==> config.mk <==
export PLATFORM = sky130hd
export DESIGN_NAME = debug_hex_monitor_flat
export DESIGN_NICKNAME = d
export VERILOG_FILES = /design/src/rtl/debug_hex_monitor_pkg.sv /design/src/rtl/debug_hex_monitor_if.sv /design/src/rtl/debug_hex_monitor_key.sv /design/src/rtl/debug_hex_monitor.sv /design/src/flat_wrapper.sv
export SDC_FILE = /design/constraint.sdc
export NUM_CORES = 1
export LEC_CHECK = 0
export CAP_MARGIN = 20
export CORE_AREA = 5 5 138 140
export CTS_BUF_LIST = sky130_fd_sc_hd__clkbuf_8
export DETAILED_ROUTE_END_ITERATION = 8
export DIE_AREA = 0 0 143 145
export PLACE_DENSITY = 0.76
export SYNTH_ARGS = -nofsm -noshare
export SYNTH_HDL_FRONTEND = slang
export SYNTH_SLANG_ARGS = --single-unit
==> constraint.sdc <==
create_clock -name CLOCK_50 -period 1.8 [get_ports CLOCK_50]
set_input_delay 0.18 -clock CLOCK_50 [delete_from_list [all_inputs] [get_ports CLOCK_50]]
set_output_delay 0.18 -clock CLOCK_50 [all_outputs]
set_load 0.01 [all_outputs]
==> src/rtl/debug_hex_monitor_pkg.sv <==
// debug_hex_monitor_pkg: shared seven-segment glyph table and counter-width helper for display blocks
package debug_hex_monitor_pkg;
  localparam logic [15:0][6:0] SEG_TAB = {
    7'h0E, 7'h06, 7'h21, 7'h46, 7'h03, 7'h08, 7'h10, 7'h00,
    7'h78, 7'h02, 7'h12, 7'h19, 7'h30, 7'h24, 7'h79, 7'h40
  };
  function automatic logic [6:0] seg7(input logic [3:0] n);
    return SEG_TAB[n];
  endfunction
  function automatic int cnt_w(input int n);
    return n < 2 ? 1 : $clog2(n);
  endfunction
endpackage

==> src/rtl/debug_hex_monitor_if.sv <==
// debug_hex_monitor_if: probe/key/mode inputs and hex/ch_sel/press_pulse outputs; master drives inputs, slave is the monitor
interface debug_hex_monitor_if #(parameter int NUM_CH = 4);
  logic [NUM_CH*32-1:0] probe;
  logic key_next_n, auto_scan, freeze, press_pulse;
  logic [6:0] hex0, hex1, hex2, hex3, hex4, hex5, hex6, hex7;
  logic [3:0] ch_sel;
  modport master (output probe, key_next_n, auto_scan, freeze,
                  input hex0, hex1, hex2, hex3, hex4, hex5, hex6, hex7, ch_sel, press_pulse);
  modport slave  (input probe, key_next_n, auto_scan, freeze,
                  output hex0, hex1, hex2, hex3, hex4, hex5, hex6, hex7, ch_sel, press_pulse);
endinterface

==> src/rtl/debug_hex_monitor_key.sv <==
// key_debounce: 2-flop sync + debounce of active-low key_n (CLOCK_50, rst in); press = one-cycle strobe on accepted press
module key_debounce
  import debug_hex_monitor_pkg::*;
#(
  parameter int DEBOUNCE_CYC = 500000
) (
  input  logic CLOCK_50,
  input  logic rst,
  input  logic key_n,
  output logic press
);
  localparam int W = cnt_w(DEBOUNCE_CYC);
  logic s1, s2, level, hit;
  logic [W-1:0] cnt;
  assign hit = (s2 != level) && (cnt == W'(DEBOUNCE_CYC - 1));
  always_ff @(posedge CLOCK_50) begin
    if (rst) begin
      s1    <= 1'b1;
      s2    <= 1'b1;
      level <= 1'b1;
      cnt   <= '0;
      press <= 1'b0;
    end else begin
      s1    <= key_n;
      s2    <= s1;
      cnt   <= (s2 == level || hit) ? '0 : cnt + 1'b1;
      level <= hit ? s2 : level;
      press <= hit && !s2;
    end
  end
endmodule

==> src/rtl/debug_hex_monitor.sv <==
// debug_hex_monitor: hex display of a selected 32-bit probe channel (CLOCK_50, rst, bus.slave: probe/key/auto_scan/freeze in, hex0..7/ch_sel/press_pulse out)
module debug_hex_monitor
  import debug_hex_monitor_pkg::*;
#(
  parameter int NUM_CH       = 4,
  parameter int DEBOUNCE_CYC = 500000,
  parameter int SCAN_CYC     = 100000000
) (
  input  logic CLOCK_50,
  input  logic rst,
  debug_hex_monitor_if.slave bus
);
  localparam int SW = cnt_w(SCAN_CYC);
  logic press, expire, adv, chg;
  logic [SW-1:0] scan;
  logic [3:0] ch;
  logic [31:0] word, snap;
  logic [7:0][6:0] hx;
  key_debounce #(.DEBOUNCE_CYC(DEBOUNCE_CYC)) u_key (
    .CLOCK_50(CLOCK_50),
    .rst(rst),
    .key_n(bus.key_next_n),
    .press(press)
  );
  assign expire = bus.auto_scan && scan == SW'(SCAN_CYC - 1);
  assign adv = press || expire;
  always_comb begin
    word = '0;
    for (int k = 0; k < NUM_CH; k++)
      if (ch == 4'(k)) word = bus.probe[32*k +: 32];
  end
  // chg marks the cycle after a channel change so a frozen display still picks up the new channel once
  always_ff @(posedge CLOCK_50) begin
    if (rst) begin
      scan <= '0;
      ch   <= '0;
      chg  <= 1'b0;
      snap <= '0;
      hx   <= {8{seg7(4'h0)}};
    end else begin
      scan <= (!bus.auto_scan || adv) ? '0 : scan + 1'b1;
      ch   <= adv ? (ch == 4'(NUM_CH - 1) ? '0 : ch + 1'b1) : ch;
      chg  <= adv;
      snap <= (!bus.freeze || chg) ? word : snap;
      for (int i = 0; i < 8; i++) hx[i] <= seg7(snap[4*i +: 4]);
    end
  end
  assign bus.hex0 = hx[0];
  assign bus.hex1 = hx[1];
  assign bus.hex2 = hx[2];
  assign bus.hex3 = hx[3];
  assign bus.hex4 = hx[4];
  assign bus.hex5 = hx[5];
  assign bus.hex6 = hx[6];
  assign bus.hex7 = hx[7];
  assign bus.ch_sel = ch;
  assign bus.press_pulse = press;
endmodule

==> src/flat_wrapper.sv <==
// flat-port wrapper written by rule: the top's interface ports become plain ports
module debug_hex_monitor_flat import debug_hex_monitor_pkg::*;
#(
  parameter int NUM_CH       = 4,
  parameter int DEBOUNCE_CYC = 500000,
  parameter int SCAN_CYC     = 100000000
)
  (CLOCK_50, rst, bus_probe, bus_key_next_n, bus_auto_scan, bus_freeze, bus_hex0, bus_hex1, bus_hex2, bus_hex3, bus_hex4, bus_hex5, bus_hex6, bus_hex7, bus_ch_sel, bus_press_pulse);
  debug_hex_monitor_if #(.NUM_CH(NUM_CH)) bus_i ();
  input  logic CLOCK_50;
  input  logic rst;
  input wire logic [$bits(bus_i.probe)-1:0] bus_probe;
  input wire logic [$bits(bus_i.key_next_n)-1:0] bus_key_next_n;
  input wire logic [$bits(bus_i.auto_scan)-1:0] bus_auto_scan;
  input wire logic [$bits(bus_i.freeze)-1:0] bus_freeze;
  output wire logic [$bits(bus_i.hex0)-1:0] bus_hex0;
  output wire logic [$bits(bus_i.hex1)-1:0] bus_hex1;
  output wire logic [$bits(bus_i.hex2)-1:0] bus_hex2;
  output wire logic [$bits(bus_i.hex3)-1:0] bus_hex3;
  output wire logic [$bits(bus_i.hex4)-1:0] bus_hex4;
  output wire logic [$bits(bus_i.hex5)-1:0] bus_hex5;
  output wire logic [$bits(bus_i.hex6)-1:0] bus_hex6;
  output wire logic [$bits(bus_i.hex7)-1:0] bus_hex7;
  output wire logic [$bits(bus_i.ch_sel)-1:0] bus_ch_sel;
  output wire logic [$bits(bus_i.press_pulse)-1:0] bus_press_pulse;
  assign bus_i.probe = bus_probe;
  assign bus_i.key_next_n = bus_key_next_n;
  assign bus_i.auto_scan = bus_auto_scan;
  assign bus_i.freeze = bus_freeze;
  assign bus_hex0 = bus_i.hex0;
  assign bus_hex1 = bus_i.hex1;
  assign bus_hex2 = bus_i.hex2;
  assign bus_hex3 = bus_i.hex3;
  assign bus_hex4 = bus_i.hex4;
  assign bus_hex5 = bus_i.hex5;
  assign bus_hex6 = bus_i.hex6;
  assign bus_hex7 = bus_i.hex7;
  assign bus_ch_sel = bus_i.ch_sel;
  assign bus_press_pulse = bus_i.press_pulse;
  debug_hex_monitor #(.NUM_CH(NUM_CH), .DEBOUNCE_CYC(DEBOUNCE_CYC), .SCAN_CYC(SCAN_CYC)) u_core (.CLOCK_50(CLOCK_50), .rst(rst), .bus(bus_i));
endmodule
==> flow_summary.yaml <==
place:
  gp_congestion: 0.941
  dpl_cell_area_mm2: 0.0105
  port_buffers: 193
  dp.cells: 1358
  dp_hpwl_um: 17200
sta:
  hold_violations: 0
  min_period_ps: 1860
  finalSetupViolations: 24
  max_freq_mhz: 537
  worstMarginPinSlew_ps: 627
  rsz0062_at_grt: "true"
  setup_ws_ps: -63.7
  slew_headroom: 0.582
  maxSlewViolCount: 0
  post-route-period-util: 1.04
  skew_ps: 14.2
hold_path:
  min_from: "rst"
  hold_path.class: "primary input to flip-flop"
global_route:
  grt_overflow: 0
  grt_pass1_wl_um: 37800
  grt_max_degree: 47
  antenna_found_initial: 0
  grt_use_total: 0.222
  grt_pass1_vias: 7544
finish:
  num-fill-cells: 1438
  stdcell_count: 1400
  nets: 1346
  antenna_cells: 0
  finalInstanceArea_mm2: 0.0113
  drive_gt1_frac: 0.173
  area_delta_synth_final_pct: 46.0
  final_common_cell: "clkdlybuf4s50_1"
  final_cell_mix: "191 x clkdlybuf4s50_1, 129 x dfxtp_1, 90 x nand2_1, 88 x nor2_1, 83 x buf_4"
clock_tree:
  clock_latency_ps: 460
  numCtsBuffers: 17
  h-tree-depth: 4
  clk_pin_slew_ps: 80
  cts_hold_buf: 0
  clockBufferDepth: 2
  cts.sink_count: 143
  clk_root_buffer_cell: "clkbuf_8"
  cts_tree: "built"
logic_synthesis:
  syn_inst: 918
  ys_ff_latch: 143
  synth_cell_types: 57
  synthDominantAreaCellType: "dfxtp_1"
  yosys-top-cells-area: "dfxtp_1 37%, ha_1 8.7%, a221o_1 5.0%, nand2_1 4.4%, nor2_1 4.3%"
  synth_nets: 1105
  synth_warnings: 0
  synth.avg_cell_area_um2: 8.44
  syn_area_mm2: 0.00775
  ys_seq_area_frac: 0.369
  synth-edff-count: 0
  synthFlopType: "dfxtp_1"
  async_flop_share: 0
  yosys.area.top_type_share: 0.369
power:
  irDropWorstVdd_uv: 480
  p_leak_nw: 4.18
  p_per_area_mw_per_mm2: 710
setup_path:
  crit_fanout: 7
  critPathSlowestCell: "or4_4"
  cp.required_ps: 2130
  cp-startpoint: "u_core.scan[12]"
  critPathCaptureType: "flip-flop"
  cp-start-kind: "flip-flop"
  arrival_ps: 2200
  reg2reg_from: "u_core.scan[12]"
  cp_cell_sequence: "or4_4 -> or3_4 -> nor3_4 -> buf_6 -> nor3_2"
  crit_type: "flip-flop to flip-flop"
  max_stage_delay_ps: 550
drt:
  first_pass_iters: 5
  num_vias: 7890
  post_drt_wl_per_cell_um: 17.4
  drt-total-wl_um: 24400
  via_per_inst: 5.64
  ant_nets: 0
  drc_errors: 0
  drt_iter0_drc: 536
run_status:
  status: "finished, violations left"
  failed_checks: "setup timing"
floorplan:
  dieWidth_um: 143
  dieArea_mm2: 0.0207
  io_pins: 194
  rows: 49
  core-area_mm2: 0.0177
  die_h_um: 145
  initial_core_util: 0.437
flow_run:
  maxCapViolations: 0
-- repair_timing --
action                     CTS  global route
setup endpoints to repair   56            69
pin swaps                    3            16
cloned                       1             2
gates resized for setup     13            48
buffers inserted             3             7
-- logic make-up (layout without fill, tap and decap cells) --
kind of cell    Yosys count  after routing  synth area share
mux                       7              7           0.00969
buf+inv                  99            352            0.0504
compound gates          268            268             0.244
xor+xnor                 25             25            0.0283
fa+ha+maj                54             54            0.0872
simple gates            322            322             0.211
flops                   143            143             0.369
-- report_power, final --
part           total, mW  internal (mW)  leakage, nW  switching, mW
logic               1.48          0.850         2.76          0.630
registers           3.49           3.31         1.18          0.178
clock network       3.07           1.79        0.239           1.28
-- metal layers --
| metal | routed length, um | GRT usage | share of wire |
|---|---|---|---|
| met1 | 10200 | 0.279 | 0.42 |
| met2 | 12100 | 0.377 | 0.50 |
| met4 | 662 | 0.0827 | 0.027 |
| met5 | 0 | 0 | 0 |
| met3 | 1460 | 0.0401 | 0.060 |
-- final cells by class --
cell class	instances	area, um^2	share of cell area
Multi-Input combinational cell	676	4740	0.419
Timing Repair Buffer	292	2810	0.249
Clock buffer	21	289	0.0255
Sequential cell	143	2900	0.256
Clock inverter	10	184	0.0163
Inverter	29	109	0.00962
Tap cell	229	287	0.0253
-- metrics by stage --
stage                     total power [mW]  worst slack, ps  utilization  TNS, ps  hold WS, ps
after floorplan                       4.25            -39.9            -    -1400          284
after global placement                4.94             -107        0.593    -2890          391
after detailed placement              4.97             -170        0.593    -6440          393
after CTS                             8.01            -55.3        0.624     -607         74.4
after global routing                  8.36             -119        0.639    -2560          117
final                                 8.04            -63.7        0.639    -1100         89.7
-- sequential cells by signal (all words and copies together), names as in the netlist, 7 cells and up --
| name | count |
|---|---|
| u_core.bus.hex0 | 7 |
| u_core.bus.hex1 | 7 |
| u_core.bus.hex2 | 7 |
| u_core.bus.hex3 | 7 |
| u_core.bus.hex4 | 7 |
| u_core.bus.hex5 | 7 |
| u_core.bus.hex6 | 7 |
| u_core.bus.hex7 | 7 |
| u_core.scan | 27 |
| u_core.snap | 32 |
| u_core.u_key.cnt | 19 |
-- cell usage after synthesis, types with 9 or more instances --
cell type,instances
a211oi_1,37
a21oi_1,36
a221o_1,39
a311oi_1,15
a31oi_1,33
clkbuf_1,56
dfxtp_1,143
ha_1,54
inv_1,29
nand2_1,91
nand2b_1,20
nand3_1,19
nand4_1,16
nor2_1,88
nor3_1,18
o211ai_1,33
o21ai_0,50
or3_1,9
or4_1,11
xnor2_1,11
xor2_1,14
-- final timing paths --
kind | to | slack (ps) | cells past startpoint
worst max-delay path | u_core.scan[12] | -60 | 5
worst min register to register | u_core.u_key.s2 | 420 | 1
worst max register to register | u_core.scan[12] | -60 | 5
worst min-delay path | u_core.u_key.s1 | 90 | 2
-- critical path, delay by kind of cell, from the launching register on --
| family | cells | cell delay, ps |
|---|---|---|
| DFF | 1 | 320 |
| buffers and inverters | 1 | 200 |
| and+or+nand+nor | 4 | 1220 |
Power figures use the tool's default switching activity.
